===== src/rtl/rx_cap_pkg.sv =====
// Shared definitions for the RX debug capture sequencer: FSM encoding,
// trigger mode codes and the Ethernet start-of-frame delimiter byte.
package rx_cap_pkg;

    typedef enum logic [2:0] {
        ST_IDLE = 3'd0,
        ST_PRE  = 3'd1,
        ST_WAIT = 3'd2,
        ST_POST = 3'd3,
        ST_DONE = 3'd4
    } cap_state_t;

    localparam logic [1:0] TRIG_DV_RISE = 2'b00;
    localparam logic [1:0] TRIG_SFD     = 2'b01;
    localparam logic [1:0] TRIG_IMM     = 2'b10;
    localparam logic [1:0] TRIG_DV_ALT  = 2'b11;

    localparam logic [7:0] SFD_BYTE = 8'hD5;

endpackage


===== src/rtl/rx_trig_detect.sv =====
// Trigger qualifier for the capture sequencer: dv rising edge, first SFD of a
// frame, or immediate. The sequencer decides when a hit is actually taken.
module rx_trig_detect
    import rx_cap_pkg::*;
(
    input  logic       clk,
    input  logic       rst_n,
    input  logic [1:0] trig_mode,
    input  logic       rx_dv,
    input  logic [7:0] rx_d,
    output logic       trig_hit
);

    logic dv_q;
    logic sfd_seen;
    logic sfd_byte;

    assign sfd_byte = rx_dv && (rx_d == SFD_BYTE);

    // sfd_seen limits SFD triggering to one hit per frame
    always_ff @(posedge clk) begin
        if (!rst_n) begin
            dv_q     <= 1'b0;
            sfd_seen <= 1'b0;
        end else begin
            dv_q <= rx_dv;
            if (!rx_dv) begin
                sfd_seen <= 1'b0;
            end else if (sfd_byte) begin
                sfd_seen <= 1'b1;
            end
        end
    end

    // Immediate mode always hits; the sequencer only listens in WAIT, so the
    // first WAIT cycle is the one that triggers.
    always_comb begin
        trig_hit = 1'b0;
        case (trig_mode)
            TRIG_SFD:     trig_hit = sfd_byte && !sfd_seen;
            TRIG_IMM:     trig_hit = 1'b1;
            TRIG_DV_RISE: trig_hit = rx_dv && !dv_q;
            TRIG_DV_ALT:  trig_hit = rx_dv && !dv_q;
        endcase
    end

endmodule


===== src/rtl/rx_capture_ctrl.sv =====
// RX debug capture sequencer: streams {rx_dv, rx_d} into a ring RAM, keeps
// PRE_DEPTH samples of history, then captures post_len samples after a trigger.
//
// state | meaning
// IDLE  | no writes, waiting for arm
// PRE   | filling the pre-trigger history, triggers ignored
// WAIT  | ring runs freely, waiting for a trigger
// POST  | writing post-trigger samples
// DONE  | frozen, trig/start addresses valid
module rx_capture_ctrl
    import rx_cap_pkg::*;
#(
    parameter int ADDR_W    = 11,
    parameter int PRE_DEPTH = 16
) (
    input  logic              clk_i,
    input  logic              rst_n_i,
    input  logic              arm_i,
    input  logic              abort_i,
    input  logic [1:0]        trig_mode_i,
    input  logic [ADDR_W-1:0] post_len_i,
    input  logic              rx_dv_i,
    input  logic [7:0]        rx_d_i,
    output logic              wr_en_o,
    output logic [ADDR_W-1:0] wr_addr_o,
    output logic [8:0]        wr_data_o,
    output logic [ADDR_W-1:0] trig_addr_o,
    output logic [ADDR_W-1:0] start_addr_o,
    output logic              busy_o,
    output logic              done_o
);

    localparam int              POST_MAX_I = (1 << ADDR_W) - PRE_DEPTH - 1;
    localparam int              PRE_LAST_I = PRE_DEPTH - 1;
    localparam logic [ADDR_W-1:0] POST_MAX = POST_MAX_I[ADDR_W-1:0];
    localparam logic [ADDR_W-1:0] PRE_LAST = PRE_LAST_I[ADDR_W-1:0];
    localparam logic [ADDR_W-1:0] PRE_OFF  = PRE_DEPTH[ADDR_W-1:0];
    localparam logic [ADDR_W-1:0] ONE      = {{(ADDR_W-1){1'b0}}, 1'b1};

    cap_state_t        state, state_nx;
    logic [ADDR_W-1:0] ptr;
    logic [ADDR_W-1:0] pre_cnt;
    logic [ADDR_W-1:0] post_cnt;
    logic [ADDR_W-1:0] post_len;
    logic              wr_now;
    logic              arm_take;
    logic              trig_take;
    logic              trig_hit;

    rx_trig_detect u_trig (
        .clk       (clk_i),
        .rst_n     (rst_n_i),
        .trig_mode (trig_mode_i),
        .rx_dv     (rx_dv_i),
        .rx_d      (rx_d_i),
        .trig_hit  (trig_hit)
    );

    always_comb begin
        state_nx  = state;
        wr_now    = 1'b0;
        arm_take  = 1'b0;
        trig_take = 1'b0;
        case (state)
            ST_IDLE, ST_DONE: begin
                if (arm_i) begin
                    arm_take = 1'b1;
                    state_nx = ST_PRE;
                end
            end
            ST_PRE: begin
                wr_now = 1'b1;
                if (pre_cnt == '0) state_nx = ST_WAIT;
            end
            ST_WAIT: begin
                wr_now = 1'b1;
                if (trig_hit) begin
                    trig_take = 1'b1;
                    state_nx  = (post_len == '0) ? ST_DONE : ST_POST;
                end
            end
            ST_POST: begin
                wr_now = 1'b1;
                if (post_cnt == ONE) state_nx = ST_DONE;
            end
            default: state_nx = ST_IDLE;
        endcase
        // abort overrides everything, including a simultaneous arm
        if (abort_i) begin
            state_nx  = ST_IDLE;
            wr_now    = 1'b0;
            arm_take  = 1'b0;
            trig_take = 1'b0;
        end
    end

    always_ff @(posedge clk_i) begin
        if (!rst_n_i) begin
            state        <= ST_IDLE;
            ptr          <= '0;
            pre_cnt      <= '0;
            post_cnt     <= '0;
            post_len     <= '0;
            wr_en_o      <= 1'b0;
            wr_addr_o    <= '0;
            wr_data_o    <= '0;
            trig_addr_o  <= '0;
            start_addr_o <= '0;
            busy_o       <= 1'b0;
            done_o       <= 1'b0;
        end else begin
            state   <= state_nx;
            wr_en_o <= wr_now;
            busy_o  <= (state_nx == ST_PRE) || (state_nx == ST_WAIT) ||
                       (state_nx == ST_POST);
            done_o  <= (state_nx == ST_DONE);

            if (wr_now) begin
                wr_addr_o <= ptr;
                wr_data_o <= {rx_dv_i, rx_d_i};
                ptr       <= ptr + ONE;
            end

            // clamp keeps the post-trigger run from overwriting the history
            if (arm_take) begin
                ptr      <= '0;
                pre_cnt  <= PRE_LAST;
                post_len <= (post_len_i > POST_MAX) ? POST_MAX : post_len_i;
            end else if (wr_now && state == ST_PRE && pre_cnt != '0) begin
                pre_cnt <= pre_cnt - ONE;
            end

            if (trig_take) begin
                trig_addr_o  <= ptr;
                start_addr_o <= ptr - PRE_OFF;
                post_cnt     <= post_len;
            end else if (wr_now && state == ST_POST) begin
                post_cnt <= post_cnt - ONE;
            end
        end
    end

endmodule


===== config.mk =====
export PLATFORM = sky130hd
export DESIGN_NAME = rx_capture_ctrl
export DESIGN_NICKNAME = d
export VERILOG_FILES = /design/src/rtl/rx_cap_pkg.sv /design/src/rtl/rx_trig_detect.sv /design/src/rtl/rx_capture_ctrl.sv
export SDC_FILE = /design/constraint.sdc
export NUM_CORES = 1
export LEC_CHECK = 0
export BUFFER_PORTS_ARGS = -buffer_cell sky130_fd_sc_hd__buf_2
export CORE_MARGIN = 2
export CORE_UTILIZATION = 40
export CTS_CLUSTER_DIAMETER = 40
export DETAILED_ROUTE_END_ITERATION = 7
export GPL_TIMING_DRIVEN = 0
export SLEW_MARGIN = 15
export SYNTH_ARGS = -nofsm -noshare
export SYNTH_HDL_FRONTEND = slang
export SYNTH_SLANG_ARGS = --single-unit

===== constraint.sdc =====
create_clock -name clk_i -period 3.38 [get_ports clk_i]
set_input_delay 0.507 -clock clk_i [delete_from_list [all_inputs] [get_ports clk_i]]
set_output_delay 0.507 -clock clk_i [all_outputs]
set_load 0.01 [all_outputs]

# Word-level counts from Yosys, hierarchy flattened
# Index checks and enable logic that the tools add are counted.
# word_totals
word_cells,77
ff_bits,94
input_bits,26
# classes
eq_ne,13
muxes,21
addsub,4
n_bitwise,1
reduce_logical,22
order_cmp,1
# op_table
cell,count
$mux 11,3
$logic_not 11->1,2
$sub 11x1->11 const B,2
$mux 3,6
$eq 3x2->1 const B,4
$pmux 3 s4,1
$add 11x1->11 const B,1
$eq 11x1->1 const B,1
$gt 11x11->1 const B,1
$reduce_bool 11->1,1
$sub 11x5->11 const B,1
$eq 8x8->1 const B,1
$mux 1,8
$mux 4,2
$eq 3x1->1 const B,2
$eq 3x3->1 const B,2
$logic_and 1x1->1,6
$reduce_or 2->1,3
$eq 2x2->1 const B,2
$reduce_bool 2->1,2
$logic_not 3->1,1
$pmux 1 s3,1
$reduce_or 3->1,1
$eq 2x1->1 const B,1
other kinds (5),7

# Logic depth before layout (Yosys ltp)
# Gate-level depths: netlist of run 1.
# depth
depth_word,10
ltp_mapped,9
mapped_depth_nobuf,7

# By module
# Synthesis of run 1 repeated with hierarchy kept, for this count alone.
# hier_totals
hier_cells,469
hier_area_um2,3951.3
# modules_own_cells
module,cells_each,n_inst,seq_area_each_um2,area_each_um2
rx_capture_ctrl,453,1,1761.7,3811.2
rx_trig_detect,16,1,40.0,140.1

# Least setup slack after synthesis of run 1
# No wires, ideal clock.
# synth_timing
kind,input port to flip-flop
startpoint,in trig_mode_i[1]
endpoint,reg post_cnt[7]
setup_slack_ns,1.455
setup_ns,0.070
path_buffers,1
path_stages,8
t_arrival_ns,1.854
required_ns,3.310
path_cell_list,inv_1 -> ha_1 -> and3b_1 -> and3_1 -> o21ai_1 -> clkbuf_1 -> o311ai_1 -> a21oi_1
# synth_between
elab_chain_cells,7
word_cells_on_any_way,11
cone_classes,3 x eq/ne; 5 x mux; 3 x reduce/logical
# synth_rtl
item,line_no,source
start: declaration,rx_capture_ctrl.sv:20,"input logic [1:0] trig_mode_i,"
$eq 2x2->1 / $logic_not 2->1 (equally long branches),rx_trig_detect.sv:39,case (trig_mode)
$reduce_or 2->1 (no source line),n/a,
$pmux 1 s3 *,rx_trig_detect.sv:39,
$mux 1 *,rx_capture_ctrl.sv:77,if (trig_hit) begin
$mux 1 *,rx_capture_ctrl.sv:64,case (state)
$mux 1 *,rx_capture_ctrl.sv:89,if (abort_i) begin
$mux 11 / $reduce_bool 2->1 (equally long branches),n/a,
end signal: assignment,rx_capture_ctrl.sv:136,post_cnt <= post_len;
end signal: assignment,rx_capture_ctrl.sv:138,post_cnt <= post_cnt - ONE;
end: declaration,rx_capture_ctrl.sv:43,logic [ADDR_W-1:0] post_cnt;
# Every way passes the cells marked *; elsewhere a longest branch is shown, timed or not.
# A chain may end at the register's enable or synchronous reset.

# Worst setup path after layout of run 1
# layout_timing
startpoint,reg state[0]
endpoint,reg post_len[0]
# layout_between
elab_chain_cells,4
word_cells_on_any_way,5
cone_classes,1 x eq/ne; 2 x mux; 2 x reduce/logical
# layout_rtl
item,line_no,source
start: declaration,rx_capture_ctrl.sv:40,"cap_state_t state, state_nx;"
start signal: assignment,rx_capture_ctrl.sv:112,state <= state_nx;
$eq 3x3->1 / $logic_not 3->1 (equally long branches),rx_capture_ctrl.sv:64,
$reduce_or 2->1 *,rx_capture_ctrl.sv:64,
$mux 1 *,rx_capture_ctrl.sv:64,
$mux 1 *,rx_capture_ctrl.sv:89,
end signal: assignment,rx_capture_ctrl.sv:128,post_len <= (post_len_i > POST_MAX) ? POST_MAX : post_len_i;
end: declaration,rx_capture_ctrl.sv:44,logic [ADDR_W-1:0] post_len;
# Marked as above.

==> results of run 1 <==
==> cell usage in the layout (no fill, tap or decap), types with 2 or more instances in the layout <==
master     n
a31oi_1    5
and3_1     4
nor4b_1    2
and4b_1    2
or2_1      2
nor4bb_1   2
xor2_1     6
nor2_1    36
and2_1     6
o311ai_1   2
nand2_1   94
inv_1     15
ha_1       9
buf_4      4
xnor2_1   19
nand3b_1   2
nand3_1    8
or3_1      7
nand2b_1   4
and4_1     2
a311oi_1   2
buf_2     80
nand4_1    4
nor3_1    15
o21a_1     2
nor4_1     7
clkinv_2   3
o21ai_0    5
o221a_2    4
a211oi_1   7
clkbuf_8  10
a21oi_1   60
clkbuf_1  23
nor3_2     2
dfxtp_1   90
==> registers in the layout, indices dropped and copies added (netlist names), 7 cells and up <==
name	count
post_cnt	11
post_len	11
pre_cnt	11
ptr	11
trig_addr_o	11
wr_addr_o	11
wr_data_o	9
start_addr_o	7
==> metrics by stage <==
stage	utilization (%)	hold slack, ns	setup WS (ns)	instance area [sq um]
finish	48.39	0.3681	1.208	4730
global route	48.39	0.3605	1.030	4730
CTS	48.39	0.3595	1.157	4730
detailed placement	46.39	0.4461	0.8861	4534
global placement	46.39	0.4393	0.9135	4534
floorplan	-	0.4448	1.455	4018
==> power groups by stage <==
stage	clock, mW	combinational [mW]	sequential [mW]
after floorplan	0	0.112	1.12
final	0.737	0.173	1.10
after detailed placement	0	0.174	1.12
after global routing	0.805	0.194	1.10
after global placement	0	0.172	1.12
after CTS	0.753	0.174	1.10
==> worst min-delay path, cell delays in order <==
cell     delay [ns]
buf_2          0.10
nand2_1        0.05
a21oi_1        0.05
==> synth_stat cells, types with 6 or more instances <==
library cell / n
dfxtp_1: 90
or3_1: 7
nor3_1: 15
clkbuf_1: 22
inv_1: 15
xnor2_1: 19
nand3_1: 8
nor2_1: 36
buf_2: 10
nand2_1: 94
ha_1: 9
xor2_1: 6
a211oi_1: 7
and2_1: 6
nor4_1: 7
a21oi_1: 60
==> cell type report <==
class | instances | area, sq um | area share, %
flip-flops and latches | 90 | 1802 | 38.10
repair buffers | 70 | 350.3 | 7.407
multi-input cells | 343 | 1986 | 41.98
plain buffers | 37 | 173.9 | 3.677
clock inverters | 5 | 53.80 | 1.138
clock buffers | 11 | 141.4 | 2.989
inverters | 15 | 56.30 | 1.190
well taps | 133 | 166.4 | 3.519
==> metal layers <==
metal | GRT usage [%] | vias up | part of all wire, %
met5 | 0 | - | 0
met4 | 6.467 | 0 | 1.9
met3 | 6.140 | 20 | 4.6
met2 | 31.58 | 64 | 46
met1 | 25.44 | 1666 | 47
li1 | - | 1826 | -
==> cell families after synthesis <==
| logic type | synth area share (%) |
|---|---|
| AO/OA/AOI/OAI | 15.67 |
| XOR/XNOR | 5.450 |
| adder cells (fa/ha/maj) | 2.803 |
| buffers and inverters | 5.730 |
| flip-flops | 44.85 |
| multiplexers | 0.2492 |
| AND/OR/NAND/NOR | 25.26 |
==> final timing paths <==
path / startpoint / to / slack (ns) / depth (start not counted)
hold / removal: rx_d_i[5] / wr_data_o[5]$_SDFFE_PN0P_ / 0.37 / 3
setup / recovery: state[0]$_SDFF_PN0_ / post_len[0]$_SDFFE_PN0P_ / 1.21 / 5
setup reg to reg: state[0]$_SDFF_PN0_ / post_len[0]$_SDFFE_PN0P_ / 1.21 / 5
hold reg to reg: wr_data_o[3]$_SDFFE_PN0P_ / wr_data_o[3]$_SDFFE_PN0P_ / 0.46 / 2
==> impl_metrics.prom, run 1 <==
# TYPE chip_impl_metric gauge
chip_impl_info{name="run_status",value="finished clean"} 1
chip_impl_metric{name="design.core.area",unit="sq mm"} 0.009774
chip_impl_metric{name="first_global_vias",unit=""} 3473
chip_impl_info{name="synthFlopType",value="dfxtp_1"} 1
chip_impl_metric{name="p_clk_share",unit="%"} 36.7
chip_impl_metric{name="floorplan.io_pins",unit=""} 71
chip_impl_info{name="hp-class",value="input port to flop"} 1
chip_impl_metric{name="synth.yosys.warnings",unit=""} 0
chip_impl_metric{name="synth.top_cell.area_share",unit="%"} 44.85
chip_impl_metric{name="number_of_nets_still_failing_antenna_checks_after_routing",unit=""} 0
chip_impl_metric{name="yosysSeqAreaShare",unit="%"} 44.85
chip_impl_metric{name="route.vias.total",unit=""} 3576
chip_impl_metric{name="antenna_found_initial",unit=""} 0
chip_impl_info{name="cpLargestDelayFamily",value="compound AO/OA/AOI/OAI gates"} 1
chip_impl_info{name="synth_top_area_cell",value="dfxtp_1"} 1
chip_impl_metric{name="slew_headroom",unit="%"} 50.99
chip_impl_info{name="rsz0062_at_grt",value="no"} 1
chip_impl_info{name="cts_tree",value="yes"} 1
chip_impl_metric{name="synth_cells",unit=""} 485
chip_impl_metric{name="grt_first_pass_wirelength",unit="microns"} 17190
chip_impl_info{name="cts.root.buffer_cell",value="clkbuf_8"} 1
chip_impl_metric{name="dr.pass1.iters",unit=""} 4
chip_impl_metric{name="insertion_delay",unit="ns"} 0.37
chip_impl_metric{name="crit_path_max_fanout",unit=""} 10
chip_impl_metric{name="drt_wl_total",unit="microns"} 10200
chip_impl_metric{name="rows",unit=""} 36
chip_impl_metric{name="layout_worst_path_cycle_share",unit="%"} 64.27
chip_impl_metric{name="finalClockSkew",unit="ns"} 0.01002
chip_impl_metric{name="p_leak",unit="nW"} 1.958
chip_impl_metric{name="final.fill_count",unit=""} 1021
chip_impl_metric{name="port_buffers",unit=""} 70
chip_impl_metric{name="worst_setup_hold_path_clk_slew",unit="ns"} 0.09
chip_impl_metric{name="die_height",unit="microns"} 104.2
chip_impl_metric{name="die_area",unit="sq mm"} 0.01086
chip_impl_metric{name="die_w",unit="microns"} 104.2
chip_impl_metric{name="routedWlPerCell",unit="microns"} 14.49
chip_impl_metric{name="fmax",unit="MHz"} 460.3
chip_impl_info{name="critical_path.cell_chain",value="buf_2 -> nand2b_1 -> nor3_1 -> o21ai_0 -> o221a_2"} 1
chip_impl_metric{name="setup_violations",unit=""} 0
chip_impl_metric{name="cellPowerDensity",unit="mW/mm^2"} 424.5
chip_impl_metric{name="worstPathBufferInverterCount",unit=""} 1
chip_impl_info{name="worst_setup_path_end_kind",value="flop"} 1
chip_impl_metric{name="final_hold_viol_count",unit=""} 0
chip_impl_metric{name="net_count_after_synthesis",unit=""} 520
chip_impl_metric{name="detailedRoute.firstIterationViolations",unit=""} 142
chip_impl_metric{name="crit_path_max_incr_delay",unit="ns"} 0.57
chip_impl_metric{name="post_cts_resized",unit=""} 0
chip_impl_metric{name="detail_route.vias_per_cell",unit=""} 5.080
chip_impl_metric{name="tritoncts.num_buffers",unit=""} 9
chip_impl_metric{name="cts.hold.buffers_added",unit=""} 0
chip_impl_metric{name="post_cts_buffers",unit=""} 0
chip_impl_metric{name="initial_core_util",unit="%"} 41.10
chip_impl_metric{name="synth_async_sr_flop_share",unit="%"} 0
chip_impl_metric{name="area_growth",unit="%"} 17.72
chip_impl_metric{name="grt_max_degree",unit=""} 15
chip_impl_info{name="critPathKind",value="flop to flop"} 1
chip_impl_metric{name="number_of_enable_type_register_cells_in_the_synthesized_netlist",unit=""} 0
chip_impl_metric{name="tritoncts_num_sinks",unit=""} 90
chip_impl_metric{name="timing_worst_slew_pin_value",unit="ns"} 0.7296
chip_impl_info{name="synthTopCellsByArea",value="dfxtp_1, nand2_1, a21oi_1"} 1
chip_impl_metric{name="syn-mean-instance-area",unit="sq um"} 8.284
chip_impl_metric{name="sw_ratio",unit="%"} 24.93
chip_impl_metric{name="required",unit="ns"} 3.64
chip_impl_metric{name="remaining_drc_errors",unit=""} 0
chip_impl_metric{name="groute.usage.overall",unit="%"} 19.77
chip_impl_metric{name="grt_remaining_overflow",unit=""} 0
chip_impl_metric{name="power.net_switching",unit="uW"} 500.7
chip_impl_metric{name="netlist-cell-type-count",unit=""} 57
chip_impl_metric{name="postSynthRegisterBits",unit=""} 90
chip_impl_metric{name="seq_power_share",unit="%"} 54.7
chip_impl_metric{name="vdd_drop_max",unit="V"} 0.0002527
chip_impl_metric{name="p_int",unit="mW"} 1.507
chip_impl_metric{name="syn_std_cell_area",unit="sq mm"} 0.004018
chip_impl_metric{name="finalWorstPathRequiredPeriod",unit="ns"} 2.172
chip_impl_metric{name="report.power.total",unit="mW"} 2.008
chip_impl_metric{name="max_cap_violations",unit=""} 0
chip_impl_metric{name="arrival",unit="ns"} 2.43
chip_impl_info{name="category_of_the_worst_setup_path_launch_point",value="flop"} 1
chip_impl_metric{name="routabilityCongestion",unit=""} 0.8383
chip_impl_metric{name="nets",unit=""} 601
chip_impl_metric{name="finalMaxSlewViolations",unit=""} 0
chip_impl_metric{name="post_route_cells_drive_above_1_share",unit="%"} 19.61
chip_impl_metric{name="dp_hpwl",unit="microns"} 7598
chip_impl_metric{name="placed_cells",unit=""} 688
chip_impl_metric{name="n_antenna_cell",unit=""} 0
chip_impl_metric{name="cts.htree.levels",unit=""} 3
chip_impl_metric{name="timing.setup.tns",unit="ns"} 0
chip_impl_metric{name="pwr-share-comb",unit="%"} 8.6
chip_impl_info{name="critical_path.slowest_cell",value="nor3_1"} 1
chip_impl_metric{name="clockBufferDepth",unit=""} 2
chip_impl_metric{name="finish.cell_count_without_fillers",unit=""} 704
Note: power is estimated with default switching activity, not from simulation.
==> inputs of run 2 (changes only) <==
- clock period: 3.38 -> 1.8 ns (I/O delays scaled with it)
==> impl_metrics.prom, run 2 (same netlist as run 1, synthesis figures left out) <==
# TYPE chip_impl_metric gauge
chip_impl_info{name="run_status",value="finished with violations"} 1
chip_impl_info{name="failed_checks",value="setup timing"} 1
chip_impl_metric{name="worst-r2r-cell-count",unit=""} 6
chip_impl_info{name="most_frequent_cells_in_the_layout",value="nand2_1, dfxtp_1, buf_2"} 1
chip_impl_metric{name="insertion_delay",unit="ns"} 0.38
chip_impl_metric{name="wirelength_met1",unit="microns"} 4818
chip_impl_metric{name="cellPowerDensity",unit="mW/mm^2"} 785.8
chip_impl_metric{name="nets",unit=""} 602
chip_impl_metric{name="finalClockSkew",unit="ns"} 0.009820
chip_impl_metric{name="design.core.area",unit="sq mm"} 0.009774
chip_impl_info{name="worst_r2r_endpoint",value="busy_o$_SDFF_PN0_"} 1
chip_impl_info{name="most_common_library_cell_in_the_layout_ignoring_fill_and_taps",value="nand2_1"} 1
chip_impl_metric{name="fin_hold_ws",unit="ns"} 0.1284
chip_impl_metric{name="clockBufferDepth",unit=""} 2
chip_impl_metric{name="max_cap_violations",unit=""} 0
chip_impl_info{name="critPathKind",value="flop to flop"} 1
chip_impl_info{name="cts_tree",value="yes"} 1
chip_impl_metric{name="routedWlPerCell",unit="microns"} 14.61
chip_impl_metric{name="wl_met3",unit="microns"} 492
chip_impl_metric{name="seq_power_share",unit="%"} 53.8
chip_impl_info{name="topRoutingLayerUsed",value="met4"} 1
chip_impl_metric{name="n_antenna_cell",unit=""} 0
chip_impl_metric{name="detailedRoute.firstIterationViolations",unit=""} 149
chip_impl_metric{name="vdd_drop_max",unit="V"} 0.0004769
chip_impl_metric{name="layout_worst_path_cycle_share",unit="%"} 102.4
chip_impl_metric{name="hold_depth",unit=""} 3
chip_impl_metric{name="worst_slack",unit="ns"} -0.04355
chip_impl_metric{name="dp_hpwl",unit="microns"} 7598
chip_impl_metric{name="met2RoutedLength",unit="microns"} 4822
chip_impl_metric{name="dr.pass1.iters",unit=""} 4
chip_impl_metric{name="drt_wl_total",unit="microns"} 10300
chip_impl_metric{name="initial_core_util",unit="%"} 41.10
chip_impl_metric{name="p_clk_share",unit="%"} 36.1
chip_impl_metric{name="finalWorstPathRequiredPeriod",unit="ns"} 1.844
chip_impl_metric{name="grt_remaining_overflow",unit=""} 0
chip_impl_metric{name="final_util",unit="%"} 49.90
chip_impl_metric{name="antenna_found_initial",unit=""} 0
chip_impl_metric{name="post_route_cells_drive_above_1_share",unit="%"} 25.00
chip_impl_metric{name="required",unit="ns"} 2.09
chip_impl_metric{name="route.vias.total",unit=""} 3618
chip_impl_metric{name="final_hold_viol_count",unit=""} 0
chip_impl_metric{name="sw_ratio",unit="%"} 25.12
chip_impl_metric{name="tritoncts_num_sinks",unit=""} 90
chip_impl_metric{name="crit_path_max_fanout",unit=""} 5
chip_impl_metric{name="slew_headroom",unit="%"} 58.93
chip_impl_metric{name="final.fill_count",unit=""} 1007
chip_impl_metric{name="grt_max_degree",unit=""} 15
chip_impl_metric{name="rows",unit=""} 36
chip_impl_metric{name="detail_route.vias_per_cell",unit=""} 5.132
chip_impl_metric{name="worst_setup_hold_path_clk_slew",unit="ns"} 0.09
chip_impl_metric{name="power.net_switching",unit="uW"} 962.9
chip_impl_metric{name="die_area",unit="sq mm"} 0.01086
chip_impl_info{name="category_of_the_worst_setup_path_launch_point",value="flop"} 1
chip_impl_info{name="rsz0062_at_grt",value="yes"} 1
chip_impl_info{name="cts.root.buffer_cell",value="clkbuf_8"} 1
chip_impl_metric{name="floorplan.io_pins",unit=""} 71
chip_impl_metric{name="p_leak",unit="nW"} 2.016
chip_impl_metric{name="pwr-share-comb",unit="%"} 10.1
chip_impl_metric{name="number_of_nets_still_failing_antenna_checks_after_routing",unit=""} 0
chip_impl_metric{name="area_growth",unit="%"} 21.40
chip_impl_metric{name="routabilityCongestion",unit=""} 0.8383
chip_impl_metric{name="tritoncts.num_buffers",unit=""} 9
chip_impl_info{name="worst_setup_path_end_kind",value="flop"} 1
chip_impl_metric{name="setup_violations",unit=""} 3
chip_impl_info{name="launch_instance_of_the_worst_min_delay_path",value="rx_d_i[5]"} 1
chip_impl_metric{name="die_w",unit="microns"} 104.2
chip_impl_metric{name="first_global_vias",unit=""} 3472
chip_impl_metric{name="die_height",unit="microns"} 104.2
chip_impl_info{name="hp-class",value="input port to flop"} 1
chip_impl_metric{name="grt_first_pass_wirelength",unit="microns"} 17420
chip_impl_metric{name="timing_worst_slew_pin_value",unit="ns"} 0.6161
chip_impl_metric{name="cts.htree.levels",unit=""} 3
chip_impl_metric{name="port_buffers",unit=""} 70
chip_impl_metric{name="remaining_drc_errors",unit=""} 0
chip_impl_metric{name="cts.hold.buffers_added",unit=""} 0
chip_impl_metric{name="regToRegSetupSlack",unit="ns"} -0.04
chip_impl_metric{name="fmax",unit="MHz"} 542.4
chip_impl_metric{name="finalMaxSlewViolations",unit=""} 0
chip_impl_info{name="min_to",value="wr_data_o[5]$_SDFFE_PN0P_"} 1
chip_impl_metric{name="p_int",unit="mW"} 2.870
chip_impl_metric{name="arrival",unit="ns"} 2.13
chip_impl_info{name="timing.rr.start",value="pre_cnt[5]$_SDFFE_PP0P_"} 1
chip_impl_metric{name="groute.usage.overall",unit="%"} 19.99
-- run 2: cell count changes in the layout (fill, tap and decap cells not counted), sizes merged --
cell,delta
buf,+3
clkbuf,-2
-- run 2: worst max path at each step --
| stage | start | end | slack [ns] | depth (start not counted) |
|---|---|---|---|---|
| after floorplan | pre_cnt[0]$_SDFFE_PN0P_ | pre_cnt[3]$_SDFFE_PN0P_ | 0.05 | 8 |
| after global placement | rx_d_i[1] | post_cnt[5]$_SDFFE_PN0P_ | -0.43 | 7 |
| after detailed placement | rx_d_i[1] | post_cnt[5]$_SDFFE_PN0P_ | -0.46 | 7 |
| after CTS | pre_cnt[0]$_SDFFE_PN0P_ | pre_cnt[3]$_SDFFE_PN0P_ | -0.12 | 9 |
| after global routing | pre_cnt[1]$_SDFFE_PN0P_ | busy_o$_SDFF_PN0_ | -0.14 | 8 |
| final | pre_cnt[5]$_SDFFE_PP0P_ | busy_o$_SDFF_PN0_ | -0.04 | 6 |
-- run 2: stage by stage --
stage / instance area [sq um] / instances / power (mW) / TNS, ns / worst slack [ns]
final: 4877 / 705 / 3.832 / -0.08940 / -0.04355
after global routing: 4877 / 705 / 4.006 / -1.614 / -0.1363
after CTS: 4822 / 705 / 3.854 / -0.7629 / -0.1241
after detailed placement: 4534 / 688 / 2.433 / -19.16 / -0.4569
after global placement: 4534 / 688 / 2.429 / -18.17 / -0.4295
after floorplan: 4018 / 485 / 2.312 / 0 / 0.04620
-- run 2: power by group through the flow --
stage | clock [mW] | combinational, mW | sequential, mW
CTS | 1.41 | 0.378 | 2.06
detailed placement | 0 | 0.326 | 2.11
finish | 1.38 | 0.386 | 2.06
global route | 1.51 | 0.426 | 2.07
global placement | 0 | 0.323 | 2.11
floorplan | 0 | 0.211 | 2.10
-- run 2: what timing repair did --
item / CTS / global route
pin swaps: 6 / 5
buffers inserted: 4 / 0
setup endpoints to repair: 81 / 76
gates cloned: 1 / 0
resized for setup: 23 / 19
endpoints found under the hold margin: 0 / 0
-- run 2: layout make-up --
class	instances	area (sq um)	share of cell area, %
multi-input combinational	343	2086	42.77
timing repair buffer	75	387.9	7.953
tap	133	166.4	3.412
inverter	15	56.30	1.154
clock inverter	5	53.80	1.103
clock buffer	11	141.4	2.899
buffer	33	178.9	3.669
sequential	90	1807	37.04
-- run 2: critical path: stages, from the launching register on --
cell,delay [ns]
dfxtp_1,0.35
or4_4,0.56
nor4_4,0.22
buf_4,0.19
buf_6,0.13
a22oi_2,0.06
a311oi_2,0.25
-- run 2: per-layer routing --
metal	vias up	GRT usage, %
li1	1839	-
met1	1686	25.92
met2	76	32.28
met3	17	5.702
met4	0	6.178
met5	-	0
==> inputs of run 3 (changes only) <==
- SETUP_SLACK_MARGIN: unset -> 0.4
==> impl_metrics.prom, run 3 (same netlist as run 1, synthesis figures left out) <==
# TYPE chip_impl_metric gauge
chip_impl_metric{name="worst_setup_hold_path_clk_slew",unit="ns"} 0.09
chip_impl_metric{name="finalClockSkew",unit="ns"} 0.01608
chip_impl_metric{name="arrival",unit="ns"} 2.12
chip_impl_metric{name="antenna_found_initial",unit=""} 0
chip_impl_metric{name="cellPowerDensity",unit="mW/mm^2"} 626.7
chip_impl_metric{name="number_of_nets_still_failing_antenna_checks_after_routing",unit=""} 0
chip_impl_metric{name="tritoncts.num_buffers",unit=""} 9
chip_impl_metric{name="drt_wl_total",unit="microns"} 12800
chip_impl_metric{name="setup_violations",unit=""} 4
chip_impl_info{name="hp-class",value="input port to flop"} 1
chip_impl_metric{name="floorplan.io_pins",unit=""} 71
chip_impl_metric{name="design.core.area",unit="sq mm"} 0.009774
chip_impl_metric{name="cts.htree.levels",unit=""} 3
chip_impl_info{name="most_frequent_cells_in_the_layout",value="dfxtp_1, buf_2, nand2_1"} 1
chip_impl_metric{name="p_leak",unit="nW"} 2.806
chip_impl_metric{name="rows",unit=""} 36
chip_impl_metric{name="groute.usage.overall",unit="%"} 22.32
chip_impl_metric{name="first_global_vias",unit=""} 3799
chip_impl_metric{name="die_height",unit="microns"} 104.2
chip_impl_metric{name="die_w",unit="microns"} 104.2
chip_impl_metric{name="max_cap_violations",unit=""} 0
chip_impl_metric{name="finalWorstPathRequiredPeriod",unit="ns"} 1.844
chip_impl_metric{name="slew_headroom",unit="%"} 46.27
chip_impl_info{name="cts.root.buffer_cell",value="clkbuf_8"} 1
chip_impl_metric{name="fin_hold_ws",unit="ns"} 0.1343
chip_impl_metric{name="tritoncts_num_sinks",unit=""} 90
chip_impl_metric{name="final_hold_viol_count",unit=""} 0
chip_impl_metric{name="final_util",unit="%"} 63.52
chip_impl_info{name="category_of_the_worst_setup_path_launch_point",value="flop"} 1
chip_impl_metric{name="dr.pass1.iters",unit=""} 4
chip_impl_info{name="failed_checks",value="setup timing"} 1
chip_impl_metric{name="n_antenna_cell",unit=""} 0
chip_impl_metric{name="route.vias.total",unit=""} 4036
chip_impl_metric{name="grt_max_degree",unit=""} 15
chip_impl_info{name="critPathKind",value="flop to flop"} 1
chip_impl_metric{name="routabilityCongestion",unit=""} 0.7993
chip_impl_metric{name="detailedRoute.firstIterationViolations",unit=""} 206
chip_impl_info{name="critical_path.slowest_cell",value="or4b_4"} 1
chip_impl_info{name="cpLargestDelayFamily",value="simple AND/OR/NAND/NOR gates"} 1
chip_impl_metric{name="final.fill_count",unit=""} 809
chip_impl_metric{name="grt_first_pass_wirelength",unit="microns"} 19420
chip_impl_metric{name="final_instance_area",unit="sq mm"} 0.006208
chip_impl_info{name="most_common_library_cell_in_the_layout_ignoring_fill_and_taps",value="dfxtp_1"} 1
chip_impl_info{name="rsz0062_at_grt",value="yes"} 1
chip_impl_metric{name="finalMaxSlewViolations",unit=""} 0
chip_impl_metric{name="cts.hold.buffers_added",unit=""} 0
chip_impl_metric{name="routedWlPerCell",unit="microns"} 16.93
chip_impl_metric{name="initial_core_util",unit="%"} 41.10
chip_impl_info{name="cts_tree",value="yes"} 1
chip_impl_info{name="worst_setup_path_end_kind",value="flop"} 1
chip_impl_metric{name="port_buffers",unit=""} 70
chip_impl_metric{name="remaining_drc_errors",unit=""} 0
chip_impl_metric{name="die_area",unit="sq mm"} 0.01086
chip_impl_metric{name="area_growth",unit="%"} 54.53
chip_impl_metric{name="grt_remaining_overflow",unit=""} 0
chip_impl_metric{name="worst_slack",unit="ns"} -0.04416
chip_impl_metric{name="fmax",unit="MHz"} 542.3
chip_impl_metric{name="clockBufferDepth",unit=""} 2
chip_impl_metric{name="dp_hpwl",unit="microns"} 7830
chip_impl_metric{name="nets",unit=""} 653
chip_impl_metric{name="layout_worst_path_cycle_share",unit="%"} 102.5
chip_impl_info{name="run_status",value="finished with violations"} 1
chip_impl_metric{name="worstPathBufferInverterCount",unit=""} 2
chip_impl_metric{name="post_route_cells_drive_above_1_share",unit="%"} 48.96
chip_impl_metric{name="detail_route.vias_per_cell",unit=""} 5.339
chip_impl_metric{name="vdd_drop_max",unit="V"} 0.0003888
chip_impl_metric{name="timing_worst_slew_pin_value",unit="ns"} 0.8060
chip_impl_metric{name="insertion_delay",unit="ns"} 0.38
chip_impl_metric{name="crit_path_max_incr_delay",unit="ns"} 0.46
chip_impl_metric{name="post_dp_cell_area",unit="sq mm"} 0.004772
chip_impl_metric{name="required",unit="ns"} 2.08
chip_impl_metric{name="crit_path_max_fanout",unit=""} 4
chip_impl_info{name="critical_path.cell_chain",value="inv_2 -> ha_4 -> or4b_4 -> nor4_4 -> buf_4 -> nor3_4 -> mux2i_1 -> o21a_1"} 1
## run 3: cell types whose count changed in the layout (fill, tap and decap cells not counted), moves of 14 or more
cell / delta
a21oi_1: -33
a21oi_2: +32
nand2_1: -32
nand2_4: +26
buf_4: +23
buf_6: +14
## run 3: timing repair
action,CTS,global route
pin swaps,26,28
setup buffers,31,10
gates resized for setup,88,122
endpoints found under the setup margin,87,87
gates cloned,8,3
## run 3: worst register-to-register path: cells and delay by family (launching register included)
kind / cells / cell delay (ns)
adder cells (fa/ha/maj): 1 / 0.12
flip-flops: 1 / 0.34
AND/OR/NAND/NOR: 3 / 0.72
AO/OA/AOI/OAI: 1 / 0.17
multiplexers: 1 / 0.12
buffers and inverters: 2 / 0.26
## run 3: cell type report
type / count / area, sq um / area share, %
multi-input cells: 343 / 2678 / 43.13
clock inverters: 5 / 30.03 / 0.4837
flip-flops and latches: 90 / 1827 / 29.42
repair buffers: 122 / 919.6 / 14.81
inverters: 15 / 76.32 / 1.229
plain buffers: 37 / 370.4 / 5.965
clock buffers: 11 / 141.4 / 2.277
well taps: 133 / 166.4 / 2.680
## run 3: final timing paths
check	cells past startpoint	to	startpoint	slack [ns]
worst max-delay path	8	pre_cnt[1]$_SDFFE_PN0P_	pre_cnt[1]$_SDFFE_PN0P_	-0.04
worst min-delay path	3	wr_data_o[4]$_SDFFE_PN0P_	rx_d_i[4]	0.13
worst max register to register	8	pre_cnt[1]$_SDFFE_PN0P_	pre_cnt[1]$_SDFFE_PN0P_	-0.04
worst min register to register	2	wr_addr_o[8]$_SDFFE_PN0P_	wr_addr_o[8]$_SDFFE_PN0P_	0.47
## run 3: through the flow
step	setup WS [ns]	cells	power, mW	setup TNS, ns
after global placement	-0.2162	688	2.467	-3.169
after floorplan	0.09173	485	2.344	0
after global routing	-0.09257	756	4.036	-0.6894
after detailed placement	-0.2043	688	2.472	-3.183
final	-0.04416	756	3.891	-0.09491
after CTS	0.004358	743	3.800	0
## run 3: metal layers
layer,track usage [%],part of all wire [%],up-vias
met2,36.65,49,114
met4,7.819,2.6,0
met1,28.06,43,1941
met3,6.328,6.0,31
li1,-,-,1950
met5,0,0,-
## run 3: where the power goes
group / internal, mW / switching, mW / total (mW) / leakage, nW
clock: 0.533 / 0.738 / 1.27 / 0.0851
combinational: 0.263 / 0.293 / 0.556 / 1.99
sequential: 2.02 / 0.0385 / 2.06 / 0.736
